`src/rtl/sig_adder_norm.sv`:
```
// rtl/sig_adder_norm.sv - three-stage sum and normalize of four aligned signed lanes, two results per beat
// Optional feature macro SIG_ADDER_RNE_EN: round to nearest even instead of truncating toward zero.
module sig_adder_norm #(
  parameter int expWidth   = 4,
  parameter int sigWidth   = 4,
  parameter int low_expand = 2
) (
  input  logic                                 clk,
  input  logic                                 rst,
  input  logic                                 in_valid,
  output logic                                 in_ready,
  input  logic [expWidth-1:0]                  max_exp,
  input  logic [4*(sigWidth+4+low_expand)-1:0] adder_num1,
  input  logic [4*(sigWidth+4+low_expand)-1:0] adder_num2,
  output logic                                 out_valid,
  input  logic                                 out_ready,
  output logic [1:0]                           out_sign,
  output logic [2*expWidth-1:0]                out_exp,
  output logic [2*sigWidth-1:0]                out_sig,
  output logic [1:0]                           out_zero,
  output logic [1:0]                           out_ovf
);
  localparam int W    = sigWidth + 4 + low_expand;
  localparam int H    = sigWidth + low_expand;
  // Magnitude keeps one bit beyond W+1 so that four most-negative lanes still normalize correctly.
  localparam int MW   = W + 2;
  localparam int EW   = expWidth + 2;
  localparam int PW   = $clog2(MW);
  localparam int EMAX = (1 << expWidth) - 1;

  typedef struct packed {
    logic                sign;
    logic [expWidth-1:0] exp;
    logic [sigWidth-1:0] sig;
    logic                zero;
    logic                ovf;
  } res_t;

  logic                adv;
  logic [1:0][4*W-1:0] lanes;

  logic                s1_valid_q;
  logic [expWidth-1:0] s1_exp_q;
  logic [1:0][W:0]     s1_pa_q, s1_pb_q, s1_pa_d, s1_pb_d;

  logic                s2_valid_q;
  logic [expWidth-1:0] s2_exp_q;
  logic [1:0][MW-1:0]  s2_sum;
  logic [1:0]          s2_sign_q, s2_sign_d;
  logic [1:0][MW-1:0]  s2_mag_q, s2_mag_d;

  logic                out_valid_q;
  res_t [1:0]          res_q, res_d;

  function automatic res_t normalize(input logic sgn, input logic [MW-1:0] mag,
                                     input logic [expWidth-1:0] mexp);
    res_t                 r;
    logic [PW-1:0]        p;
    logic [MW-1:0]        nrm;
    logic [sigWidth-1:0]  sig;
    logic signed [EW-1:0] e;
`ifdef SIG_ADDER_RNE_EN
    logic                 guard;
    logic                 sticky;
    logic [sigWidth:0]    sig_r;
`endif
    p = '0;
    for (int i = 0; i < MW; i++) begin
      if (mag[i]) p = PW'(i);
    end
    nrm = mag << (PW'(MW - 1) - p);
    sig = nrm[MW-2 -: sigWidth];
    e   = EW'(mexp) + EW'(p) - EW'(H);
`ifdef SIG_ADDER_RNE_EN
    guard  = nrm[MW-2-sigWidth];
    sticky = |nrm[MW-3-sigWidth:0];
    sig_r  = {1'b0, sig} + {{sigWidth{1'b0}}, guard & (sticky | sig[0])};
    if (sig_r[sigWidth]) begin
      sig = '0;
      e   = e + EW'(1);
    end else begin
      sig = sig_r[sigWidth-1:0];
    end
`endif
    r = '0;
    if (mag == '0 || e < EW'(1)) begin
      r.zero = 1'b1;
    end else if (e > EW'(EMAX)) begin
      r.sign = sgn;
      r.exp  = '1;
      r.sig  = '1;
      r.ovf  = 1'b1;
    end else begin
      r.sign = sgn;
      r.exp  = e[expWidth-1:0];
      r.sig  = sig;
    end
    return r;
  endfunction

  assign adv      = ~out_valid_q | out_ready;
  assign in_ready = adv;
  assign lanes    = {adder_num2, adder_num1};

  always_comb begin
    s1_pa_d   = '0;
    s1_pb_d   = '0;
    s2_sum    = '0;
    s2_sign_d = '0;
    s2_mag_d  = '0;
    res_d     = '0;
    for (int k = 0; k < 2; k++) begin
      s1_pa_d[k]   = {lanes[k][W-1], lanes[k][0 +: W]} + {lanes[k][2*W-1], lanes[k][W +: W]};
      s1_pb_d[k]   = {lanes[k][3*W-1], lanes[k][2*W +: W]} + {lanes[k][4*W-1], lanes[k][3*W +: W]};
      s2_sum[k]    = {s1_pa_q[k][W], s1_pa_q[k]} + {s1_pb_q[k][W], s1_pb_q[k]};
      s2_sign_d[k] = s2_sum[k][MW-1];
      s2_mag_d[k]  = s2_sum[k][MW-1] ? -s2_sum[k] : s2_sum[k];
      res_d[k]     = normalize(s2_sign_q[k], s2_mag_q[k], s2_exp_q);
    end
  end

  always_ff @(posedge clk) begin
    if (rst) begin
      s1_valid_q  <= 1'b0;
      s1_exp_q    <= '0;
      s1_pa_q     <= '0;
      s1_pb_q     <= '0;
      s2_valid_q  <= 1'b0;
      s2_exp_q    <= '0;
      s2_sign_q   <= '0;
      s2_mag_q    <= '0;
      out_valid_q <= 1'b0;
      res_q       <= '0;
    end else if (adv) begin
      s1_valid_q  <= in_valid;
      s1_exp_q    <= max_exp;
      s1_pa_q     <= s1_pa_d;
      s1_pb_q     <= s1_pb_d;
      s2_valid_q  <= s1_valid_q;
      s2_exp_q    <= s1_exp_q;
      s2_sign_q   <= s2_sign_d;
      s2_mag_q    <= s2_mag_d;
      out_valid_q <= s2_valid_q;
      res_q       <= res_d;
    end
  end

  assign out_valid = out_valid_q;

  for (genvar k = 0; k < 2; k++) begin : g_out
    assign out_sign[k]                     = res_q[k].sign;
    assign out_exp[k*expWidth +: expWidth] = res_q[k].exp;
    assign out_sig[k*sigWidth +: sigWidth] = res_q[k].sig;
    assign out_zero[k]                     = res_q[k].zero;
    assign out_ovf[k]                      = res_q[k].ovf;
  end

endmodule

```
`config.mk`:
```
export PLATFORM = sky130hd
export DESIGN_NAME = sig_adder_norm
export DESIGN_NICKNAME = d
export VERILOG_FILES = /design/src/rtl/sig_adder_norm.sv
export SDC_FILE = /design/constraint.sdc
export NUM_CORES = 1
export LEC_CHECK = 0
export BUFFER_PORTS_ARGS = -buffer_cell sky130_fd_sc_hd__buf_2
export CAP_MARGIN = 25
export CORE_ASPECT_RATIO = 0.8
export CORE_MARGIN = 2
export CORE_UTILIZATION = 36
export CTS_CLUSTER_DIAMETER = 60
export CTS_CLUSTER_SIZE = 12
export DETAILED_ROUTE_END_ITERATION = 10
export SLEW_MARGIN = 20
export SYNTH_ARGS = -nofsm -noshare
export SYNTH_HDL_FRONTEND = slang
export SYNTH_SLANG_ARGS = --single-unit
```
`constraint.sdc`:
```
create_clock -name clk -period 3.7 [get_ports clk]
set_input_delay 0.185 -clock clk [delete_from_list [all_inputs] [get_ports clk]]
set_output_delay 0.185 -clock clk [all_outputs]
set_load 0.005 [all_outputs]
```
### Word-level counts from Yosys, hierarchy flattened

Cells that the tools add are included.

| word-level totals | value |
|---|---|
| register bits after elaboration | 103 |
| bits in latches | 0 |
| bits in writable memories | 0 |
| memory bits (read-only) | 0 |
| input bits | 88 |
| output and inout port bits | 24 |
| word-level logic and storage cells | 82 |
| memories | 0 |

| operators by class | value |
|---|---|
| add/subtract/negate cells | 14 |
| $mul | 0 |
| div/mod/pow operators | 0 |
| $lt $le $gt $ge | 4 |
| equality and inequality tests | 0 |
| shifts and indexed selects | 2 |
| muxes and demuxes | 34 |
| bitwise logic cells | 2 |
| reduce and logical (&&, ||, !) cells | 4 |

Operators by type and width:

| kind | count |
|---|---|
| 2-to-1 mux 4 bit | 20 |
| adder 10 x 10 -> 11 bit | 4 |
| adder 11 x 11 -> 12 bit | 2 |
| zero test 12 bit | 2 |
| 2-to-1 mux 12 bit | 2 |
| negation 12 bit | 2 |
| << shifter 12 x 4 -> 11 bit | 2 |
| 2-to-1 mux 9 bit | 2 |
| 2-to-1 mux 8 bit | 2 |
| greater-than comparator 6 x 5 -> 1 bit, second input constant | 2 |
| less-than comparator 6 x 2 -> 1 bit, second input constant | 2 |
| subtractor 5 x 3 -> 6 bit, second input constant | 2 |
| adder 4 x 4 -> 5 bit | 2 |
| 2-to-1 mux 1 bit | 8 |
| subtractor 4 bit, first input constant | 2 |
| logical OR 1 bit | 2 |
| NOT 1 bit | 1 |
| OR 1 bit | 1 |

### Logic depth before layout (Yosys ltp)

Gate-level depths: netlist (run 1).

| logic depth | value |
|---|---|
| word-level depth | 16 |
| mapped depth | 18 |
| mapped depth without buffers | 15 |

### Worst setup path after synthesis (run 1)

OpenSTA, ideal clock, no wires.

| path | value |
|---|---|
| path type | flip-flop to flip-flop |
| start point | register s2_mag_q[9] (netlist bit) |
| end point | register res_q (netlist bit out_sig[0]) |
| library setup time | 70 ps |
| data arrival time | 3200 ps |
| data required time | 3630 ps |
| slack | 429 ps |
| stages on the path, launching flop included | 15 |
| buffers on the path | 1 |
| period minus slack after synthesis | 3271 ps |
| cell sequence | dfxtp_1 -> clkbuf_1 -> inv_1 -> a311oi_1 -> ha_1 -> inv_1 -> ha_1 -> inv_1 -> fa_1 -> nand2b_1 -> nand3b_1 -> o211ai_1 -> a41oi_1 -> o221ai_1 -> a21oi_1 |

| on the way | value |
|---|---|
| longest elaborated chain between the ends | 8 |
| elaborated cells on any way between the ends | 13 |
| classes of those cells | add/sub: 3; order compare: 2; shift: 1; mux: 5; reduce/logical: 2 |

Ends and longest elaborated chain:

| item | RTL line | source |
|---|---|---|
| start, declared | 50 | `logic [1:0][MW-1:0] s2_mag_q, s2_mag_d;` |
| start signal, assigned | 142 | `s2_mag_q <= s2_mag_d;` |
| 2-to-1 mux 4 bit (3 in a row) | 69 | `if (mag[i]) p = PW'(i);` |
| adder 4 x 4 -> 5 bit | 73 | `e = EW'(mexp) + EW'(p) - EW'(H);` |
| subtractor 5 x 3 -> 6 bit | 73 |  |
| greater-than comparator 6 x 5 -> 1 bit or less-than comparator 6 x 2 -> 1 bit (tied branches) | 88, 86 |  |
| 2-to-1 mux 8 bit or logical OR 1 bit (tied branches) | 88, 86 |  |
| 2-to-1 mux 9 bit (*) | 86 | `if (mag == '0 \|\| e < EW'(1)) begin` |
| end signal, assigned | 144 | `res_q <= res_d;` |
| end, declared | 53 | `res_t [1:0] res_q, res_d;` |

Every way passes the cells marked *; elsewhere a longest branch is shown, timed or not.
A chain may end at the register's enable or synchronous reset.

### Worst setup path in the final report (run 1)

| path | value |
|---|---|
| start point | register s2_mag_q[11] (netlist bit) |
| end point | register res_q (netlist bit out_sig[1]) |

| on the way | value |
|---|---|
| longest elaborated chain between the ends | 6 |
| elaborated cells on any way between the ends | 11 |
| classes of those cells | add/sub: 3; order compare: 2; shift: 1; mux: 3; reduce/logical: 2 |

Ends and longest elaborated chain:

| item | RTL line |
|---|---|
| 2-to-1 mux 4 bit | 69 |
| adder 4 x 4 -> 5 bit | 73 |
| subtractor 5 x 3 -> 6 bit | 73 |
| greater-than comparator 6 x 5 -> 1 bit or less-than comparator 6 x 2 -> 1 bit (tied branches) | 88, 86 |
| 2-to-1 mux 8 bit or logical OR 1 bit (tied branches) | 88, 86 |
| 2-to-1 mux 9 bit (*) | 86 |

Marks and branches as above.

==> results.toml, run 1 <==
[placed_design]
hpwlAfterDp_microns = 15000
place_inst = 1361
place_ws_ps = 391
globalplace.congestion = 0.907
placed_cell_area_sq_mm = 0.00857
port_buffers = 111

[clock_network]
cts_inserted_buffers = 9
insertion_delay_ps = 360
clk_path_buf_depth = 2
cts_resized = 0
cts_setup_buffers = 0
clock-root-buffer = "clkbuf_16"
clkSlewWorstSetupHoldPaths_ps = 80
cts_tree = "done"
cts_num_sinks = 103
ctsHoldBuffers = 0
htree_levels = 3

[power_and_ir_drop]
switching_power_mw = 2.23
clkPwrFrac_pct = 19.1
power.total_mw = 5.23
peakVddDrop_uv = 322
combPwrFrac_pct = 51.3
internal-power_mw = 3.00
leakagePower_nw = 4.05
p_sw_share_pct = 42.6
powerDensity_mw_per_mm2 = 588
pwr-share-seq_pct = 29.6

[route]
drtAntennaViolNets = 0
wire_per_inst_microns = 14.3
drt_pass1_iterations = 5
vias = 7280
postRouteWirelength_microns = 19700
drc_errors = 0
avgViaCountPerCell = 5.29
first_iter_violations = 412

[global_routing]
grt_max_degree = 98
first_global_vias = 6563
globalRoute.totalOverflow = 0
antenna_found_initial = 0
grt_pass1_wl_microns = 33100
grt_util_all_layers_pct = 17.8

[yosys]
synthDistinctLibCells = 63
synth_cells = 1016
synth-seq-cells = 103
synth_area_leaders = "dfxtp_1 (27%), ha_1 (13%), a21oi_1 (8.1%), nand2_1 (7.3%), nor2_1 (4.3%)"
synth-compound-area-share_pct = 25.2
synth_mux_area_share_pct = 2.23
synthAdderAreaFrac_pct = 14.7
seq_area_frac_synth_pct = 26.6
synth_top_flop_cell = "dfxtp_1"
synth_top_family_by_area = "compound AO/OA/AOI/OAI gates"
synthesis.nets = 1190
synthXorXnorAreaFrac_pct = 5.66
syn_avg_cell_area_sq_um = 7.62
yosysTopAreaCell = "dfxtp_1"
synth_edf_count = 0
synthArstFlopShare_pct = 0
synth_area_sq_mm = 0.00774
yosys_warnings = 0
synth_top_area_share_pct = 26.6
synth-simple-area-share_pct = 20.3

[critical_path]
cp-startpoint = "s2_mag_q[11]$_SDFFE_PP0P_"
reg2reg_slack_ps = 320
r2r_start = "s2_mag_q[11]$_SDFFE_PP0P_"
end_kind = "flop"
critPathKind = "reg -> reg"
crit_fanout = 11
cp.arrival_ps = 3570
worstPathRequired_ps = 3890
cp-start-kind = "flop"

[layout]
layout_commonest_cell = "nand2_1"
final_cell_mix = "nand2_1 (150), a21oi_1 (126), buf_2 (110)"
antenna-diode-count = 0
finalInstanceArea_sq_mm = 0.00888
area_delta_synth_final_pct = 14.7
final_layout_size_suffix_gt1_share_pct = 14.0
postLayoutCoreUtil_pct = 42.6
post_layout_nonfiller_instances = 1377
nets = 1277

[worst_hold_path]
hold_class = "in -> reg"
min-delay-start = "max_exp[2]"

[sta]
worst_slew_pin_slew_ps = 770
finalHoldViolations = 0
layout_setup_ws_ps = 322
setup_viol = 0
fin_skew_ps = 10.3
rsz0062_at_grt = "no"
slew-limit-headroom_pct = 48.7
maxSlewViolCount = 0
fin_crit_sh_pct = 91.3
fin_crit_ps = 3380
tns_ps = 0
max_freq_mhz = 296
timing.hold.ws_ps = 56.1

[die]
die-area_sq_mm = 0.0227
die_x_microns = 168
start_util_pct = 37.1
ios = 112
core_area_sq_mm = 0.0209
die_h_microns = 135
fp-row-count = 47

[job]
max_cap_violations = 0

[outcome]
outcome = "finished clean"
## power by group through the flow
stage | sequential (mW) | clock (mW) | combinational (mW)
after CTS | 1.55 | 1.03 | 2.68
after global routing | 1.58 | 1.07 | 3.03
after global placement | 1.57 | 0 | 2.64
after detailed placement | 1.57 | 0 | 2.65
after floorplan | 1.47 | 0 | 2.00
final | 1.55 | 0.998 | 2.68
## cells in the mapped netlist (6+ instances only)
master      n
nor2b_1    16
or3_1      11
inv_1      60
nor3b_1     7
a311oi_1   11
nor4_1      6
xnor2_1    24
a31oi_1     8
o21ai_1    13
a21oi_1   126
nand2b_1    9
a21o_1     21
nand2_1   150
nand3_1    13
o31ai_1     9
xor2_1     26
o211ai_1   11
and3_1     12
ha_1       78
o21ai_0    33
nor2_1     88
a211oi_1   24
nor3_1     15
mux2i_1    15
fa_1        8
clkbuf_1   43
dfxtp_1   103
o21bai_1    8
## routing by layer
| layer | track usage [%] | vias up | wire length [microns] |
|---|---|---|---|
| met3 | 3.16 | 16 | 984 |
| met4 | 4.44 | 0 | 225 |
| met2 | 27.1 | 170 | 8260 |
| li1 | - | 3784 | - |
| met1 | 26.0 | 3310 | 10200 |
| met5 | 0 | - | 0 |
## state kept, by name (all words and copies together) (netlist names)
register    count
s2_valid_q      1
s2_mag_q       24
out_sign        2
out_valid       1
s1_valid_q      1
out_sig         8
s2_exp_q        4
s1_pa_q        22
out_exp         8
s1_pb_q        22
s1_exp_q        4
out_zero        2
s2_sign_q       2
out_ovf         2
## critical path: stages (launching register included)
cell and delay [ps]:
dfxtp_1 400, or4_1 640, nor2_1 240, ha_1 290, ha_1 300, a21o_1 180, a21oi_1 170, xor2_1 330
nand2b_1 270, o2111ai_1 150, a21oi_1 150, a221oi_1 100
## cell families after synthesis
kind of cell,Yosys count
xor gates and xnor gates,50
AOI/OAI and AO/OA,306
adders and majority gates,86
and+or+nand+nor,344
DFF,103
muxes,17
buffers and inverters,110
## path summary, 6_finish.rpt
check / endpoint / cells past startpoint
worst max-delay path: out_sig[1]$_SDFFE_PP0P_ / 11
worst min-delay path: s1_exp_q[2]$_SDFFE_PP0P_ / 3
worst max register to register: out_sig[1]$_SDFFE_PP0P_ / 11
worst min register to register: s2_exp_q[3]$_SDFFE_PP0P_ / 2
## area by class of cell
class | instances | area [sq um]
clock inverter | 7 | 80.1
inverter | 62 | 233
fill | 2146 | 12000
sequential | 103 | 2060
tap | 269 | 337
multi-input combinational | 803 | 5280
timing repair buffer | 124 | 668
clock buffer | 9 | 225
Power figures use the tool's default switching activity.
==> inputs of run 2 (changes only) <==
--- a/config.mk
+++ b/config.mk
@@ -5,14 +5,15 @@
 export SDC_FILE = /design/constraint.sdc
 export NUM_CORES = 1
 export LEC_CHECK = 0
-export BUFFER_PORTS_ARGS = -buffer_cell sky130_fd_sc_hd__buf_2
 export CAP_MARGIN = 25
 export CORE_ASPECT_RATIO = 0.8
 export CORE_MARGIN = 2
-export CORE_UTILIZATION = 36
+export CORE_UTILIZATION = 65
 export CTS_CLUSTER_DIAMETER = 60
 export CTS_CLUSTER_SIZE = 12
 export DETAILED_ROUTE_END_ITERATION = 10
+export DONT_BUFFER_PORTS = 1
+export PLACE_DENSITY = 0.81
 export SLEW_MARGIN = 20
 export SYNTH_ARGS = -nofsm -noshare
 export SYNTH_HDL_FRONTEND = slang
==> constraint.sdc (replaced) <==
create_clock -name clk -period 3.12 [get_ports clk]
set_input_delay 0.156 -clock clk [delete_from_list [all_inputs] [get_ports clk]]
set_output_delay 0.156 -clock clk [all_outputs]
set_load 0.005 [all_outputs]
==> results.toml, run 2 (same netlist as run 1, synthesis figures left out) <==
[placed_design]
port_buffers = 0
globalplace.congestion = 0.894
hpwlAfterDp_microns = 13200
place_ws_ps = -34.4

[route]
vias = 7137
first_iter_violations = 438
drtAntennaViolNets = 0
avgViaCountPerCell = 6.08
postRouteWirelength_microns = 18400
wire_per_inst_microns = 15.7
drc_errors = 0
drt_pass1_iterations = 6

[critical_path]
reg2reg_slack_ps = 160
r2r_start = "s2_mag_q[7]$_SDFFE_PP0P_"
r2r_end = "out_sig[0]$_SDFFE_PP0P_"
worstPathRequired_ps = 3390
cp-start-kind = "flop"
cp.arrival_ps = 3230
crit_fanout = 4
rr_worst_depth = 14
end_kind = "flop"
critPathKind = "reg -> reg"

[die]
fp-row-count = 35
die_x_microns = 126
core_area_sq_mm = 0.0116
die-area_sq_mm = 0.0128
ios = 112
start_util_pct = 67.0
die_h_microns = 102

[layout]
largest_register_ffs = 24
nets = 1194
multi_input_area_sq_mm = 0.00537
fillers = 950
top_register = "s2_mag_q"
antenna-diode-count = 0
reg_top3 = "s2_mag_q x24, s1_pa_q x22, s1_pb_q x22"
final_layout_size_suffix_gt1_share_pct = 8.98
final-seq-area_sq_mm = 0.00207
final_cell_mix = "nand2_1 (150), a21oi_1 (123), dfxtp_1 (98)"
layout_commonest_cell = "nand2_1"
area_delta_synth_final_pct = 9.73

[power_and_ir_drop]
power.total_mw = 6.35
powerDensity_mw_per_mm2 = 747
leakagePower_nw = 3.73
peakVddDrop_uv = 366

[sta]
worst_slew_pin_slew_ps = 569
fin_skew_ps = 9.50
maxSlewViolCount = 0
layout_setup_ws_ps = 161
setup_viol = 0
max_freq_mhz = 338
finalHoldViolations = 0
fin_crit_ps = 2960
fin_crit_sh_pct = 94.9
slew-limit-headroom_pct = 61.9

[global_routing]
met2_usage_pct = 45.2
grt_util_all_layers_pct = 28.4
grt_util_met3_pct = 4.33
globalRoute.totalOverflow = 0
grt_max_degree = 100
grt_pass1_wl_microns = 30300
grtUsageMet1_pct = 40.8
antenna_found_initial = 0
first_global_vias = 6443
busiest_layer = "met2"

[clock_network]
cts_inserted_buffers = 9
clock-root-buffer = "clkbuf_16"
clkSlewWorstSetupHoldPaths_ps = 80
cts_num_sinks = 103
cts_tree = "done"
htree_levels = 3
clk_path_buf_depth = 2
insertion_delay_ps = 350

[job]
max_cap_violations = 0

[worst_hold_path]
hold_path_end = "s2_mag_q[22]$_SDFFE_PP0P_"
hold_class = "in -> reg"
hold-path-cell-count = 3
min-delay-start = "rst"

[outcome]
outcome = "finished clean"
## run 2: how the worst max path moves through the flow
stage	from	endpoint	slack, ps	cells past startpoint
4_1_cts	s2_mag_q[2]$_SDFFE_PP0P_	out_sig[1]$_SDFFE_PP0P_	30	13
3_5_place_dp	s2_mag_q[3]$_SDFFE_PP0P_	out_sig[0]$_SDFFE_PP0P_	-30	14
3_3_place_gp	s2_mag_q[2]$_SDFFE_PP0P_	out_sig[0]$_SDFFE_PP0P_	120	14
2_1_floorplan	s2_mag_q[9]$_SDFFE_PP0P_	out_sig[0]$_SDFFE_PP0P_	50	15
6_report	s2_mag_q[7]$_SDFFE_PP0P_	out_sig[0]$_SDFFE_PP0P_	160	14
5_1_grt	s2_mag_q[17]$_SDFFE_PP0P_	out_sig[6]$_SDFFE_PP0P_	-40	12
## run 2: cell type report
cell class	count	share of cell area (%)
repair buffers	41	4.12
flip-flops and latches	103	24.3
multi-input cells	803	63.2
inverters	62	2.74
clock inverters	6	0.589
well taps	148	2.18
clock buffers	10	2.81
## run 2: power by group
| part | switching [mW] | internal, mW | leakage [nW] |
|---|---|---|---|
| Sequential | 0.235 | 1.58 | 0.855 |
| Combinational | 1.93 | 1.50 | 2.74 |
| Clock | 0.523 | 0.576 | 0.142 |
| Total | 2.69 | 3.66 | 3.73 |
## run 2: stage by stage
step / hold WS [ps] / utilization [%] / instance area [sq um] / instances / setup TNS (ps)
2_1_floorplan: 296 / - / 7750 / 1016 / 0
3_3_place_gp: 239 / 69.2 / 8000 / 1146 / 0
3_5_place_dp: 239 / 69.2 / 8000 / 1146 / -45.2
4_1_cts: 49.7 / 72.5 / 8380 / 1168 / 0
5_1_grt: 74.7 / 73.5 / 8500 / 1173 / -57.7
6_report: 67.1 / 73.5 / 8500 / 1173 / 0
## run 2: worst max-delay path, cell delays in order, from the launching register on
cell,delay [ps]
dfxtp_1,320
nor2_2,180
o31ai_4,100
a311oi_2,250
ha_1,270
inv_1,60
ha_1,160
inv_1,60
fa_2,350
nand2b_1,160
nand3b_1,120
o211ai_1,190
a41oi_2,320
o221ai_1,170
a21oi_1,160
## run 2: routing by layer
layer,wire length (microns),part of all wire [%]
met1,8960,49
met2,8130,44
met3,981,5.3
met4,293,1.6
met5,0,0
## run 2: what timing repair did
action	4_1_cts	5_1_grt
buffers inserted	0	4
pin swaps	0	11
endpoints found under the setup margin	4	21
cloned	0	1
gates resized for setup	2	28
hold buffers	6	0
hold endpoints to repair	99	0
